File: src/rtl/nf10_upb_pkg.sv
// Shared definitions for the NF10 user-packet-bus receive checker: stream and
// tuser field widths, error-flag bit positions, FSM state type and helpers.
package nf10_upb_pkg;

   localparam int TDATA_W     = 256;
   localparam int TKEEP_W     = 32;

   localparam int IN_PORT_W   = 3;
   localparam int IN_VPORT_W  = 3;
   localparam int OUT_PORT_W  = 8;
   localparam int OUT_VPORT_W = 8;
   localparam int PKT_LEN_W   = 14;

   // Error flag vector layout: {keep, tuser, len}
   localparam int ERR_W         = 3;
   localparam int ERR_LEN_BIT   = 0;
   localparam int ERR_TUSER_BIT = 1;
   localparam int ERR_KEEP_BIT  = 2;

   localparam logic [PKT_LEN_W-1:0] PKT_LEN_MAX = '1;

   typedef struct packed {
      logic [IN_PORT_W-1:0]   in_port;
      logic [IN_VPORT_W-1:0]  in_vport;
      logic [OUT_PORT_W-1:0]  out_port;
      logic [OUT_VPORT_W-1:0] out_vport;
      logic [PKT_LEN_W-1:0]   pkt_len;
   } tuser_t;

   typedef enum logic {
      ST_IDLE = 1'b0,
      ST_BODY = 1'b1
   } rx_state_t;

   // Increment that sticks at all-ones instead of wrapping.
   function automatic logic [15:0] sat_inc16(input logic [15:0] v);
      return (v == 16'hFFFF) ? v : v + 16'd1;
   endfunction

endpackage

File: src/rtl/nf10_upb_popcount32.sv
// Combinational byte-enable analysis: number of set bits in a 32-bit keep
// vector, and whether the set bits form one unbroken run starting at bit 0.
module nf10_upb_popcount32
   import nf10_upb_pkg::*;
(
   input  logic [TKEEP_W-1:0] i_keep,
   output logic [5:0]         o_count,
   output logic               o_contig
);

   // Count ones; any 0 directly below a 1 breaks the run from bit 0.
   always_comb begin
      o_count  = '0;
      o_contig = 1'b1;
      for (int i = 0; i < TKEEP_W; i++) begin
         o_count = o_count + {5'd0, i_keep[i]};
      end
      for (int i = 0; i < TKEEP_W - 1; i++) begin
         if (i_keep[i+1] && !i_keep[i]) begin
            o_contig = 1'b0;
         end
      end
   end

endmodule

File: config.mk
export PLATFORM = sky130hd
export DESIGN_NAME = nf10_upb_popcount32
export DESIGN_NICKNAME = d
export VERILOG_FILES = /design/src/rtl/nf10_upb_pkg.sv /design/src/rtl/nf10_upb_popcount32.sv
export SDC_FILE = /design/constraint.sdc
export NUM_CORES = 1
export LEC_CHECK = 0
export CORE_ASPECT_RATIO = 1.25
export CORE_MARGIN = 4
export CORE_UTILIZATION = 50
export DETAILED_ROUTE_END_ITERATION = 10
export DONT_BUFFER_PORTS = 1
export GPL_TIMING_DRIVEN = 0
export MAX_ROUTING_LAYER = met4
export SLEW_MARGIN = 5
export SYNTH_ARGS = -nofsm -noshare
export SYNTH_HDL_FRONTEND = slang
export SYNTH_SLANG_ARGS = --single-unit
File: constraint.sdc
create_clock -name vclk -period 5.4
set_input_delay 0.27 -clock vclk [all_inputs]
set_output_delay 0.27 -clock vclk [all_outputs]
set_load 0.1 [all_outputs]
==> impl_results.html <==
<table>
<tr><th>Metric</th><th>Value</th></tr>
<tr><th colspan="2">Global route</th></tr>
<tr><td>Overflow left after global routing</td><td>0</td></tr>
<tr><td>Global-route wire length before repair</td><td>3.12 mm</td></tr>
<tr><td>GR Util All Layers</td><td>16.6%</td></tr>
<tr><td>Antenna violations before repair</td><td>0</td></tr>
<tr><td>Largest net degree at the start of global routing</td><td>4</td></tr>
<tr><td>Vias in the first global route</td><td>757</td></tr>
<tr><th colspan="2">Run</th></tr>
<tr><td>Number of violations of the max-capacitance limit</td><td>0</td></tr>
<tr><th colspan="2">Drt</th></tr>
<tr><td>Post-Route WL</td><td>1.86 mm</td></tr>
<tr><td>Routed wire per std cell</td><td>15.9 um</td></tr>
<tr><td>Number of detailed-routing iterations run before antenna repair</td><td>4</td></tr>
<tr><td>Number of vias in the routed layout</td><td>649</td></tr>
<tr><td>Via density per instance</td><td>5.55</td></tr>
<tr><td>Detailed router's first-iteration violation count</td><td>20</td></tr>
<tr><td>Post-route DRC violation count</td><td>0</td></tr>
<tr><td>Antenna Violating Nets Remaining</td><td>0</td></tr>
<tr><th colspan="2">Die</th></tr>
<tr><td>Die outline height</td><td>55.3 um</td></tr>
<tr><td>Ports</td><td>39</td></tr>
<tr><td>Area enclosed by the die boundary</td><td>2540 sq um</td></tr>
<tr><td>Area of the core region</td><td>1640 sq um</td></tr>
<tr><td>Die outline width</td><td>45.9 um</td></tr>
<tr><td>Placement Rows</td><td>16</td></tr>
<tr><td>Initial core utilization</td><td>54.6%</td></tr>
<tr><th colspan="2">Timing</th></tr>
<tr><td>RSZ-0062 raised after global routing</td><td>no</td></tr>
<tr><td>Count of final max-slew check failures</td><td>0</td></tr>
<tr><td>Slew @ Worst Pin</td><td>1320 ps</td></tr>
<tr><td>Peak clock frequency supported by timing</td><td>191 MHz</td></tr>
<tr><td>Final cycle utilization of the critical path</td><td>96.8%</td></tr>
<tr><td>Hold Violations, Final</td><td>0</td></tr>
<tr><td>Count of endpoints failing setup in the final report</td><td>0</td></tr>
<tr><td>Time the final worst path needs with I/O delays and setup</td><td>5230 ps</td></tr>
<tr><td>Final hold slack</td><td>862 ps</td></tr>
<tr><td>Worst slew margin relative to its limit</td><td>11.6%</td></tr>
<tr><td>TNS Setup</td><td>0 ps</td></tr>
<tr><th colspan="2">Synthesis</th></tr>
<tr><td>Post-Syn Area per Cell</td><td>9.05 sq um</td></tr>
<tr><td>Fraction of the mapped netlist area in simple logic gates</td><td>10.3%</td></tr>
<tr><td>Gate count after technology mapping</td><td>99</td></tr>
<tr><td>Share of synthesized area spent on multiplexers</td><td>1.12%</td></tr>
<tr><td>Synthesized area</td><td>896 sq um</td></tr>
<tr><td>Library cell with the largest summed area after synthesis</td><td>sky130_fd_sc_hd__fa_1</td></tr>
<tr><td>Post-synthesis sequential area ratio</td><td>0%</td></tr>
<tr><td>Fraction of synthesized cell area taken by the top area cell type</td><td>53.6%</td></tr>
<tr><td>Combinational family with the most area after synthesis</td><td>adder cells</td></tr>
<tr><td>Number of distinct library cells after synthesis</td><td>14</td></tr>
<tr><td>Complex-gate fraction of the synthesized area</td><td>11.7%</td></tr>
<tr><td>Adder-cell share of the synthesized area</td><td>63.4%</td></tr>
<tr><td>Count of synthesis-stage warnings from yosys</td><td>0</td></tr>
<tr><td>Xor-xnor portion of the synthesized cell area</td><td>2.93%</td></tr>
<tr><td>Number of nets produced by synthesis</td><td>162</td></tr>
<tr><td>Main area contributors after synthesis</td><td>sky130_fd_sc_hd__fa_1, sky130_fd_sc_hd__inv_1, sky130_fd_sc_hd__ha_1</td></tr>
<tr><th colspan="2">Final layout</th></tr>
<tr><td>Number of fillers in the final layout</td><td>165</td></tr>
<tr><td>Commonest cells after routing, fill and taps aside</td><td>sky130_fd_sc_hd__inv_1, sky130_fd_sc_hd__fa_1, sky130_fd_sc_hd__nand2_1</td></tr>
<tr><td>Ant diodes</td><td>0</td></tr>
<tr><td>Cell Count, Final, Fillers Out</td><td>117</td></tr>
<tr><td>Fraction of final layout cells sized beyond drive strength 1</td><td>6.06%</td></tr>
<tr><td>Most common cell after layout, fill and taps aside</td><td>sky130_fd_sc_hd__inv_1</td></tr>
<tr><td>Fin nets</td><td>164</td></tr>
<tr><td>Area growth from synthesis to layout</td><td>7.96%</td></tr>
<tr><td>Number of sequential storage elements</td><td>0</td></tr>
<tr><td>Post-route cell area</td><td>967 sq um</td></tr>
<tr><td>Number of clock buffers in the layout</td><td>0</td></tr>
<tr><td>Storage cell area</td><td>0 sq um</td></tr>
<tr><th colspan="2">Place</th></tr>
<tr><td>Placer Congestion</td><td>0.749</td></tr>
<tr><td>Placed cell area</td><td>953 sq um</td></tr>
<tr><td>Number of buffers inserted by port buffering</td><td>0</td></tr>
<tr><td>Number of instances in the placed design</td><td>117</td></tr>
<tr><td>Placed wire-length estimate</td><td>1.83 mm</td></tr>
<tr><th colspan="2">Min path</th></tr>
<tr><td>Origin of the worst min-delay path</td><td>i_keep[13]</td></tr>
<tr><td>Number of instances on the worst hold path</td><td>3</td></tr>
<tr><td>Classification of the worst-slack hold path</td><td>in2out</td></tr>
<tr><th colspan="2">Worst setup path</th></tr>
<tr><td>Launching instance or port of the critical path</td><td>i_keep[11]</td></tr>
<tr><td>Nature of the critical path startpoint</td><td>input pin</td></tr>
<tr><td>Crit path arrival time</td><td>4960 ps</td></tr>
<tr><td>Critical Path Fanout Max</td><td>3</td></tr>
<tr><td>Category of the most critical setup path</td><td>in2out</td></tr>
<tr><td>Required time of the worst setup path</td><td>5130 ps</td></tr>
<tr><td>Worst Setup EP</td><td>o_count[4]</td></tr>
<tr><td>Critical Path Sink Type</td><td>output pin</td></tr>
<tr><th colspan="2">Outcome</th></tr>
<tr><td>Run status</td><td>complete, no violations</td></tr>
<tr><th colspan="2">Clock network</th></tr>
<tr><td>Post-CTS setup buffer count</td><td>0</td></tr>
</table>
-- per-layer routing --
metal / vias up / share of wire [%] / track usage, %
li1: 311 / - / -
met1: 310 / 35 / 20.3
met2: 26 / 56 / 29.1
met3: 2 / 8.2 / 2.27
met4: 0 / 0.75 / 1.22
met5: - / 0 / -
-- area by class of cell --
type                            count  area, sq um  area share [%]
Multi-Input combinational cell     74          851            88.0
Inverter                           25         93.8            9.70
Tap cell                           18         22.5            2.33
-- cells in the mapped netlist --
| cell type | n |
|---|---|
| sky130_fd_sc_hd__inv_1 | 25 |
| sky130_fd_sc_hd__fa_1 | 24 |
| sky130_fd_sc_hd__a222oi_1 | 1 |
| sky130_fd_sc_hd__mux2i_1 | 1 |
| sky130_fd_sc_hd__ha_1 | 7 |
| sky130_fd_sc_hd__o21ai_0 | 13 |
| sky130_fd_sc_hd__nand4_1 | 3 |
| sky130_fd_sc_hd__a21oi_1 | 2 |
| sky130_fd_sc_hd__a21o_1 | 2 |
| sky130_fd_sc_hd__o21ai_1 | 1 |
| sky130_fd_sc_hd__nor4_2 | 1 |
| sky130_fd_sc_hd__xnor2_1 | 3 |
| sky130_fd_sc_hd__nand2_1 | 15 |
| sky130_fd_sc_hd__nand3_1 | 1 |
-- critical path: stages --
cell and delay [ps]:
sky130_fd_sc_hd__fa_1 520, sky130_fd_sc_hd__inv_1 50, sky130_fd_sc_hd__fa_1 470, sky130_fd_sc_hd__inv_1 50
sky130_fd_sc_hd__fa_1 460, sky130_fd_sc_hd__fa_1 500, sky130_fd_sc_hd__fa_1 510, sky130_fd_sc_hd__inv_1 50
sky130_fd_sc_hd__fa_1 420, sky130_fd_sc_hd__inv_1 70, sky130_fd_sc_hd__ha_1 160, sky130_fd_sc_hd__inv_1 70
sky130_fd_sc_hd__fa_2 380, sky130_fd_sc_hd__inv_1 80, sky130_fd_sc_hd__a21o_1 110, sky130_fd_sc_hd__a21oi_1 130
sky130_fd_sc_hd__xnor2_4 640
-- stage by stage --
stage	util (%)	worst slack, ps
3_5_place_dp	58.1	-176
6_report	58.9	175
3_3_place_gp	57.3	-91.3
2_1_floorplan	-	44.2
5_1_grt	58.9	41.2
4_1_cts	58.8	88.5
-- worst min path at each step --
| stage | slack [ps] | endpoint |
|---|---|---|
| 6_report | 860 | o_contig |
| 5_1_grt | 890 | o_contig |
| 4_1_cts | 870 | o_contig |
| 3_5_place_dp | 870 | o_contig |
| 3_3_place_gp | 890 | o_contig |
| 2_1_floorplan | 860 | o_contig |
-- cells by family after synthesis --
group	after synthesis
buf+inv	25
xor+xnor	3
simple gates	20
compound gates	19
fa+ha+maj	31
mux	1
-- what timing repair did --
action                     CTS  global route
resized for setup            1             1
pin swaps                    0             1
setup endpoints to repair    1             1
hold buffers                 0             0
Power is not shown: default switching activity piles up to over one toggle a cycle in this logic, so the estimate is an artifact.
